File: src/rtl/fft_pkg.sv
// rtl/fft_pkg.sv - shared widths, frame length, FSM encoding and 3-bit index reversal for the FFT datapath
package fft_pkg;

  localparam int N   = 3;
  localparam int W   = 1 << N;
  localparam int PTS = 8;

  typedef enum logic {
    FILL = 1'b0,
    HOLD = 1'b1
  } state_t;

  function automatic logic [2:0] bitrev3(input logic [2:0] k);
    return {k[0], k[1], k[2]};
  endfunction

endpackage

File: src/rtl/bitrev_3.sv
// rtl/bitrev_3.sv - combinational 3-bit index reversal used for the write-slot address
module bitrev_3
  import fft_pkg::*;
(
  input  logic [2:0] idx,
  output logic [2:0] rev
);

  assign rev = bitrev3(idx);

endmodule

File: src/rtl/fft_input_bitrev.sv
// rtl/fft_input_bitrev.sv - 8-point FFT input stage: collects a frame in bit-reversed slot order and holds it
// Build option FFT_INPUT_PINGPONG_EN: two frame banks for bubble-free streaming.
module fft_input_bitrev
  import fft_pkg::*;
(
  input  logic                 clk,
  input  logic                 rst,
  input  logic                 in_valid,
  output logic                 in_ready,
  input  logic                 in_last,
  input  logic [W-1:0]         in_r,
  input  logic [W-1:0]         in_i,
  output logic                 out_valid,
  input  logic                 out_ready,
  output logic [PTS*W-1:0]     out_r,
  output logic [PTS*W-1:0]     out_i,
  output logic                 frame_err
);

  logic [2:0] cnt;
  logic [2:0] slot;
  logic       in_xfer;
  logic       out_xfer;

  bitrev_3 u_bitrev (
    .idx (cnt),
    .rev (slot)
  );

  assign in_xfer  = in_valid && in_ready;
  assign out_xfer = out_valid && out_ready;

`ifdef FFT_INPUT_PINGPONG_EN
  logic [W-1:0] mem_r [2][PTS];
  logic [W-1:0] mem_i [2][PTS];
  logic         wr_bank;
  logic         rd_bank;
  logic [1:0]   full;

  // The write bank is only ever full when both banks are full.
  assign in_ready  = !rst && !full[wr_bank];
  assign out_valid = full[rd_bank];

  always_ff @(posedge clk) begin
    if (rst) begin
      cnt       <= '0;
      wr_bank   <= 1'b0;
      rd_bank   <= 1'b0;
      full      <= '0;
      frame_err <= 1'b0;
      for (int b = 0; b < 2; b++) begin
        for (int s = 0; s < PTS; s++) begin
          mem_r[b][s] <= '0;
          mem_i[b][s] <= '0;
        end
      end
    end else begin
      frame_err <= 1'b0;
      if (in_xfer) begin
        mem_r[wr_bank][slot] <= in_r;
        mem_i[wr_bank][slot] <= in_i;
        if (cnt == 3'(PTS - 1)) begin
          full[wr_bank] <= 1'b1;
          wr_bank       <= ~wr_bank;
          cnt           <= '0;
          frame_err     <= !in_last;
        end else if (in_last) begin
          cnt       <= '0;
          frame_err <= 1'b1;
        end else begin
          cnt <= cnt + 3'd1;
        end
      end
      if (out_xfer) begin
        full[rd_bank] <= 1'b0;
        rd_bank       <= ~rd_bank;
      end
    end
  end

  always_comb begin
    out_r = '0;
    out_i = '0;
    for (int s = 0; s < PTS; s++) begin
      out_r[s*W +: W] = mem_r[rd_bank][s];
      out_i[s*W +: W] = mem_i[rd_bank][s];
    end
  end
`else
  logic [W-1:0] mem_r [PTS];
  logic [W-1:0] mem_i [PTS];
  state_t       state;

  assign in_ready  = !rst && (state == FILL);
  assign out_valid = (state == HOLD);

  always_ff @(posedge clk) begin
    if (rst) begin
      state     <= FILL;
      cnt       <= '0;
      frame_err <= 1'b0;
      for (int s = 0; s < PTS; s++) begin
        mem_r[s] <= '0;
        mem_i[s] <= '0;
      end
    end else begin
      frame_err <= 1'b0;
      case (state)
        FILL: begin
          if (in_xfer) begin
            mem_r[slot] <= in_r;
            mem_i[slot] <= in_i;
            if (cnt == 3'(PTS - 1)) begin
              state     <= HOLD;
              cnt       <= '0;
              frame_err <= !in_last;
            end else if (in_last) begin
              // Short frame: slots already written are simply overwritten by the next frame.
              cnt       <= '0;
              frame_err <= 1'b1;
            end else begin
              cnt <= cnt + 3'd1;
            end
          end
        end
        HOLD: begin
          if (out_xfer) begin
            state <= FILL;
            cnt   <= '0;
          end
        end
        default: state <= FILL;
      endcase
    end
  end

  always_comb begin
    out_r = '0;
    out_i = '0;
    for (int s = 0; s < PTS; s++) begin
      out_r[s*W +: W] = mem_r[s];
      out_i[s*W +: W] = mem_i[s];
    end
  end
`endif

endmodule

File: config.mk
export PLATFORM = sky130hd
export DESIGN_NAME = fft_input_bitrev
export DESIGN_NICKNAME = d
export VERILOG_FILES = /design/src/rtl/fft_pkg.sv /design/src/rtl/bitrev_3.sv /design/src/rtl/fft_input_bitrev.sv
export SDC_FILE = /design/constraint.sdc
export NUM_CORES = 1
export LEC_CHECK = 0
export BUFFER_PORTS_ARGS = -buffer_cell sky130_fd_sc_hd__buf_2
export CORE_ASPECT_RATIO = 1.25
export CORE_MARGIN = 3
export CORE_UTILIZATION = 51
export CTS_CLUSTER_DIAMETER = 50
export DETAILED_ROUTE_END_ITERATION = 7
export PLACE_DENSITY = 0.84
export SLEW_MARGIN = 40
export SYNTH_ARGS = -nofsm -noshare
export SYNTH_HDL_FRONTEND = slang
export SYNTH_SLANG_ARGS = --single-unit
File: constraint.sdc
create_clock -name clk -period 2.6 [get_ports clk]
set_clock_uncertainty 0.1 [all_clocks]
set_input_delay 0.39 -clock clk [delete_from_list [all_inputs] [get_ports clk]]
set_output_delay 0.39 -clock clk [all_outputs]
set_load 0.1 [all_outputs]
==> results.py, run 1 <==
metrics = {
    "logic_synthesis": {
        "synthArstFlopShare_pct": 0,
        "yosysTopAreaCell": "edfxtp_1",
        "yosysSeqAreaShare_pct": 75.8,
        "avgSynthCellArea_um2": 16.3,
        "synth_seq_cells": 133,
        "ys_types": 33,
        "synth-simple-area-share_pct": 19.4,
        "synth_fa_ha_area_share_pct": 1.44,
        "synth-warning-count": 0,
        "muxShareOfSynthArea_pct": 0,
        "synth_edf_count": 128,
        "synth_xor_area_share_pct": 0.168,
        "ys_top_cells_by_area": "edfxtp_1, and2_1, and3_1",
        "syn-num-nets": 346,
        "synth_compound_area_share_pct": 0.962,
        "syn_inst": 319,
        "synth_area_um2": 5200,
        "synth_top_area_share_pct": 73.9,
        "synth_ff_type": "edfxtp_1",
        "synth_top_family_by_area": "simple AND/OR/NAND/NOR gates",
    },
    "clock_network": {
        "cts-buffers-inserted": 17,
        "clk_pin_slew_ps": 50,
        "cts_buffer_depth": 2,
        "cts_tree": "done",
        "cts_root_buf": "clkbuf_16",
        "cts_setup_buffers": 0,
        "htreeDepth": 4,
        "cts.sinks": 133,
        "hold_buffers": 0,
        "clk-insertion-delay-late_ps": 410,
        "postCtsResizedCells": 0,
    },
    "worst_setup_path": {
        "crit_buf_inv": 1,
        "critPathArrivalTime_ps": 2200,
        "critical_path_class": "reg -> reg",
        "cp.depth": 4,
        "ff2ff_path_depth": 4,
        "path_delay_family": "simple AND/OR/NAND/NOR gates",
        "cp-start-kind": "register",
        "cp-endpoint": "mem_i[6][2]$_SDFFCE_PN0P_",
        "path_cells": "inv_2, ha_1, and4bb_1, or2_2",
        "rr_startpoint": "cnt[2]$_SDFFE_PP0P_",
        "crit_path_max_fanout": 18,
        "rrSetupSlack_ps": 410,
        "slowest_stage": "dfxtp_1",
        "max_stage_delay_ps": 510,
        "critical_path_required_ps": 2610,
        "crit_path_start": "cnt[2]$_SDFFE_PP0P_",
        "r2r-end": "mem_i[6][2]$_SDFFCE_PN0P_",
        "worstSetupEndpointType": "register",
    },
    "floorplanning": {
        "start_util_pct": 53.3,
        "core_area_um2": 9760,
        "std_cell_rows": 40,
        "die_h_um": 119,
        "die-area_um2": 11500,
        "ioPinCount": 152,
        "die_width_um": 96.3,
    },
    "power": {
        "switching_share_pct": 28.2,
        "powerDensity_nw_per_um2": 877,
        "peakVddDrop_mv": 0.475,
        "switchingPower_uw": 1650,
        "p_int_uw": 4210,
        "p_comb_share_pct": 14.7,
        "clockPowerShare_pct": 43.2,
        "seqPwrFrac_pct": 42.0,
        "leakage_uw": 0.00304,
    },
    "final_layout": {
        "area_delta_synth_final_pct": 28.5,
        "final_nets": 503,
        "drive_above_1_share_pct": 41.2,
        "postLayoutCellArea_um2": 6680,
        "antenna-diode-count": 0,
    },
    "global_route": {
        "grt_first_pass_wirelength_mm": 18.3,
        "grt_overflow": 0,
        "grt_pass1_vias": 3125,
        "grt_max_degree": 35,
        "grt_use_total_pct": 22.8,
        "antenna_found_initial": 0,
    },
    "timing": {
        "worst_slew_margin_rel_pct": 59.9,
        "tns_ps": 0,
        "clock.fmax_mhz": 457,
        "slew_viol_final": 0,
        "finalCritPeriodShare_pct": 84.1,
        "rsz0062_at_grt": "no",
        "setup_viol": 0,
        "finalCriticalPeriod_ps": 2190,
        "worst_pin_slew_ps": 601,
        "finalHoldViolCount": 0,
    },
    "drt": {
        "viasPerCell": 5.29,
        "num_vias": 3249,
        "antenna_left": 0,
        "drt_first_pass_iters": 5,
        "drt_iter0_drc": 258,
        "route.detailed.wl_per_inst_um": 20.4,
        "drc": 0,
        "finalWirelength_mm": 12.5,
    },
    "place": {
        "io_buffers": 151,
        "placed_area_um2": 6050,
        "routabilityCongestion": 0.805,
        "dpl.hpwl_mm": 8.13,
    },
    "run_status": {
        "status": "finished, final reports clean",
    },
    "hold_path": {
        "min_path_type": "in -> reg",
        "min_from": "in_last",
    },
    "flow_run": {
        "maxCapViolCount": 0,
    },
}
[cell type report]
class,instances,area [µm²]
Sequential cell,133,3940
Fill cell,622,3080
Multi-Input combinational cell,166,1150
Timing Repair Buffer,155,786
Clock buffer,17,425
Clock inverter,14,210
Tap cell,126,158
Inverter,3,11.3
[power groups by stage]
stage	Sequential (µW)	Clock, µW	Combinational [µW]
2_1_floorplan	3130	0	81.3
3_3_place_gp	2500	0	857
3_5_place_dp	2510	0	863
4_1_cts	2470	2550	866
5_1_grt	2470	2650	884
6_report	2460	2530	864
[cell usage in the layout, fill, tap and decap left out, types with 2 or more instances in the layout]
cell type   synthesis  layout
nor3_4              2       2
and2_1             82      82
buf_2               3     151
edfxtp_1          128     128
or2_2               7       7
inv_1               2       2
clkbuf_16           0      17
bufinv_16           0       5
ha_1                6       6
nor2_2              1       2
clkinvlp_4          0       5
dfxtp_1             5       5
buf_4               2       4
a21o_1              2       2
and3_1             48      48
clkinv_2            0       2
[tightest hold or removal path: stages]
cell,delay [ps]
buf_2,110
nor2_1,60
nand2_1,60
o2bb2ai_1,60
[registers in the layout, summed over array words and instances, names as in the netlist]
| name | count |
|---|---|
| mem_r | 64 |
| cnt | 3 |
| out_valid | 1 |
| mem_i | 64 |
| frame_err | 1 |
[worst min path at each step]
stage,slack (ps),endpoint,cells after the start
after floorplan,390,cnt[1]$_SDFFE_PP0P_,1
after global placement,400,cnt[1]$_SDFFE_PP0P_,1
after detailed placement,440,cnt[1]$_SDFFE_PP0P_,1
after CTS,210,cnt[2]$_SDFFE_PP0P_,4
after global routing,250,frame_err$_SDFF_PP0_,3
final,230,cnt[2]$_SDFFE_PP0P_,4
[per-layer routing]
layer / track usage (%) / vias up / wire (µm)
met5: 0 / - / 0
met4: 9.12 / 0 / 236
met3: 5.50 / 14 / 923
met2: 37.9 / 184 / 6670
met1: 28.4 / 1580 / 4680
li1: - / 1471 / -
[through the flow]
step           setup slack [ps]  power [µW]  utilization (%)  hold WS, ps  instances
6_report                    413        5860             68.5          231        614
2_1_floorplan               228        3210                -          393        319
4_1_cts                     413        5880             68.5          209        614
3_3_place_gp                516        3360             61.9          403        583
5_1_grt                     268        6000             68.5          247        614
3_5_place_dp                406        3370             61.9          439        583
[synthesized netlist by cell type (2+ instances only)]
cell type,n
buf_2,3
and3_1,48
nor3_4,2
edfxtp_1,128
nor2_1,2
dfxtp_1,5
a21o_1,2
ha_1,6
and2_1,82
buf_6,3
clkbuf_2,2
clkbuf_1,7
or2_2,7
inv_1,2
buf_4,2
[cells by family (layout without fill, tap and decap cells)]
family          Yosys count  count (layout)
simple gates            153             153
flops                   133             133
compound gates            6               6
xor+xnor                  1               1
buf+inv                  20             189
fa+ha+maj                 6               6
(Power assumes the default switching activity.)
==> inputs of run 2 (changes only) <==
- CORE_UTILIZATION: 51 -> 46
- PLACE_DENSITY: 0.84 -> 0.8
- clock period: 2.6 -> 2 ns (I/O delays scaled with it)
==> results.py, run 2 (synthesis gave the netlist of run 1 again) <==
metrics = {
    "timing": {
        "worst_slew_margin_rel_pct": 65.8,
        "slew_viol_final": 0,
        "setup_slack_ps": 89.6,
        "finalCritPeriodShare_pct": 95.5,
        "timing.hold.ws_ps": 149,
        "finalCriticalPeriod_ps": 1910,
        "rsz0062_at_grt": "no",
        "finalHoldViolCount": 0,
        "worst_pin_slew_ps": 517,
        "setup_viol": 0,
        "clock.fmax_mhz": 523,
    },
    "drt": {
        "drc": 0,
        "finalWirelength_mm": 12.5,
        "drt_first_pass_iters": 4,
        "route.detailed.wl_per_inst_um": 19.9,
        "drt_iter0_drc": 201,
        "num_vias": 3280,
        "antenna_left": 0,
        "viasPerCell": 5.23,
    },
    "power": {
        "leakage_uw": 0.00311,
        "powerDensity_nw_per_um2": 1160,
        "peakVddDrop_mv": 0.518,
    },
    "final_layout": {
        "seq_area_um2": 3950,
        "area_delta_synth_final_pct": 30.8,
        "reg_top3": "mem_i (64), mem_r (64), cnt (3)",
        "nFillCells": 779,
        "final_nets": 509,
        "final_cell_mix": "buf_2, edfxtp_1, and2_1",
        "multi_input_area_um2": 1160,
        "drive_above_1_share_pct": 42.4,
        "antenna-diode-count": 0,
        "layout_commonest_cell": "buf_2",
    },
    "global_route": {
        "grt_overflow": 0,
        "grt_max_degree": 33,
        "antenna_found_initial": 0,
        "grt_first_pass_wirelength_mm": 18.5,
        "grt_use_total_pct": 20.3,
        "grt_pass1_vias": 3221,
    },
    "floorplanning": {
        "ioPinCount": 152,
        "std_cell_rows": 42,
        "start_util_pct": 48.0,
        "core_area_um2": 10800,
        "die_width_um": 101,
        "die_h_um": 125,
        "die-area_um2": 12600,
    },
    "worst_setup_path": {
        "path_delay_family": "flip-flops",
        "critical_path_required_ps": 2060,
        "slowest_stage": "dfxtp_1",
        "critical_path_class": "reg -> reg",
        "crit_buf_inv": 2,
        "worstSetupEndpointType": "register",
        "crit_path_max_fanout": 18,
        "max_stage_delay_ps": 540,
        "cp-start-kind": "register",
        "path_cells": "inv_2, ha_1, and4bb_1, buf_4, and2_1",
        "critPathArrivalTime_ps": 1970,
    },
    "place": {
        "dpl.hpwl_mm": 8.58,
        "routabilityCongestion": 0.779,
        "dp_slack_ps": -74.9,
        "io_buffers": 151,
    },
    "clock_network": {
        "cts-buffers-inserted": 17,
        "cts_buffer_depth": 2,
        "clk_pin_slew_ps": 60,
        "cts.sinks": 133,
        "htreeDepth": 4,
        "cts_root_buf": "clkbuf_16",
        "cts_tree": "done",
        "hold_buffers": 0,
        "clk-insertion-delay-late_ps": 410,
    },
    "run_status": {
        "status": "finished, final reports clean",
    },
    "flow_run": {
        "maxCapViolCount": 0,
    },
    "hold_path": {
        "min_path_type": "in -> reg",
    },
}
==> run 2: cell count changes in the layout (fill, tap and decap cells not counted), moves of 4 or more <==
cell        previous run  this run
buf_4                  4        10
or2_4                  0         4
clkinvlp_4             5         0
or2_2                  7         3
==> run 2: worst min-delay path: stages <==
cell,delay [ps]
buf_2,90
a211oi_1,100
o2bb2ai_1,120
==> run 2: power breakdown <==
part | leakage, µW | switching, µW | internal (µW)
sequential | 0.00137 | 38.1 | 3160
clock | 0.000336 | 1120 | 2450
combinational | 0.00141 | 1000 | 124
total | 0.00311 | 2160 | 5740
==> run 2: layout make-up <==
| type | instances | area share (%) |
|---|---|---|
| multi-input cells | 166 | 17.1 |
| clock inverters | 15 | 3.81 |
| inverters | 3 | 0.166 |
| flip-flops and latches | 133 | 58.0 |
| clock buffers | 17 | 6.25 |
| well taps | 132 | 2.43 |
| repair buffers | 161 | 12.2 |
==> run 2: final timing paths <==
kind	slack, ps	cells past startpoint	start	endpoint
hold reg to reg	450	1	cnt[1]$_SDFFE_PP0P_	cnt[1]$_SDFFE_PP0P_
setup reg to reg	90	5	cnt[2]$_SDFFE_PP0P_	mem_i[6][7]$_SDFFCE_PN0P_
setup / recovery	90	5	cnt[2]$_SDFFE_PP0P_	mem_i[6][7]$_SDFFCE_PN0P_
hold / removal	150	3	out_ready	cnt[2]$_SDFFE_PP0P_
==> run 2: metal layers <==
layer,up-vias,wire (µm),track usage [%]
met2,159,6440,34.1
li1,1483,-,-
met1,1616,4720,24.3
met5,-,0,0
met4,0,237,6.89
met3,22,1060,6.44
==> run 2: what timing repair did <==
| action | 4_1_cts | 5_1_grt |
|---|---|---|
| buffers inserted | 0 | 2 |
| setup endpoints to repair | 32 | 48 |
| pin swaps | 0 | 1 |
| hold endpoints to repair | 0 | 0 |
| gates resized for setup | 2 | 2 |
==> run 2: per-stage QoR <==
step                util [%]  power (µW)  TNS [ps]  std cells  instance area, µm²
finish                  62.8        7900         0        627                6800
global route            62.8        8090         0        627                6800
CTS                     62.6        7930         0        625                6780
detailed placement      56.3        4380     -2300        593                6090
global placement        56.3        4370         0        593                6090
floorplan                  -        4180         0        319                5210
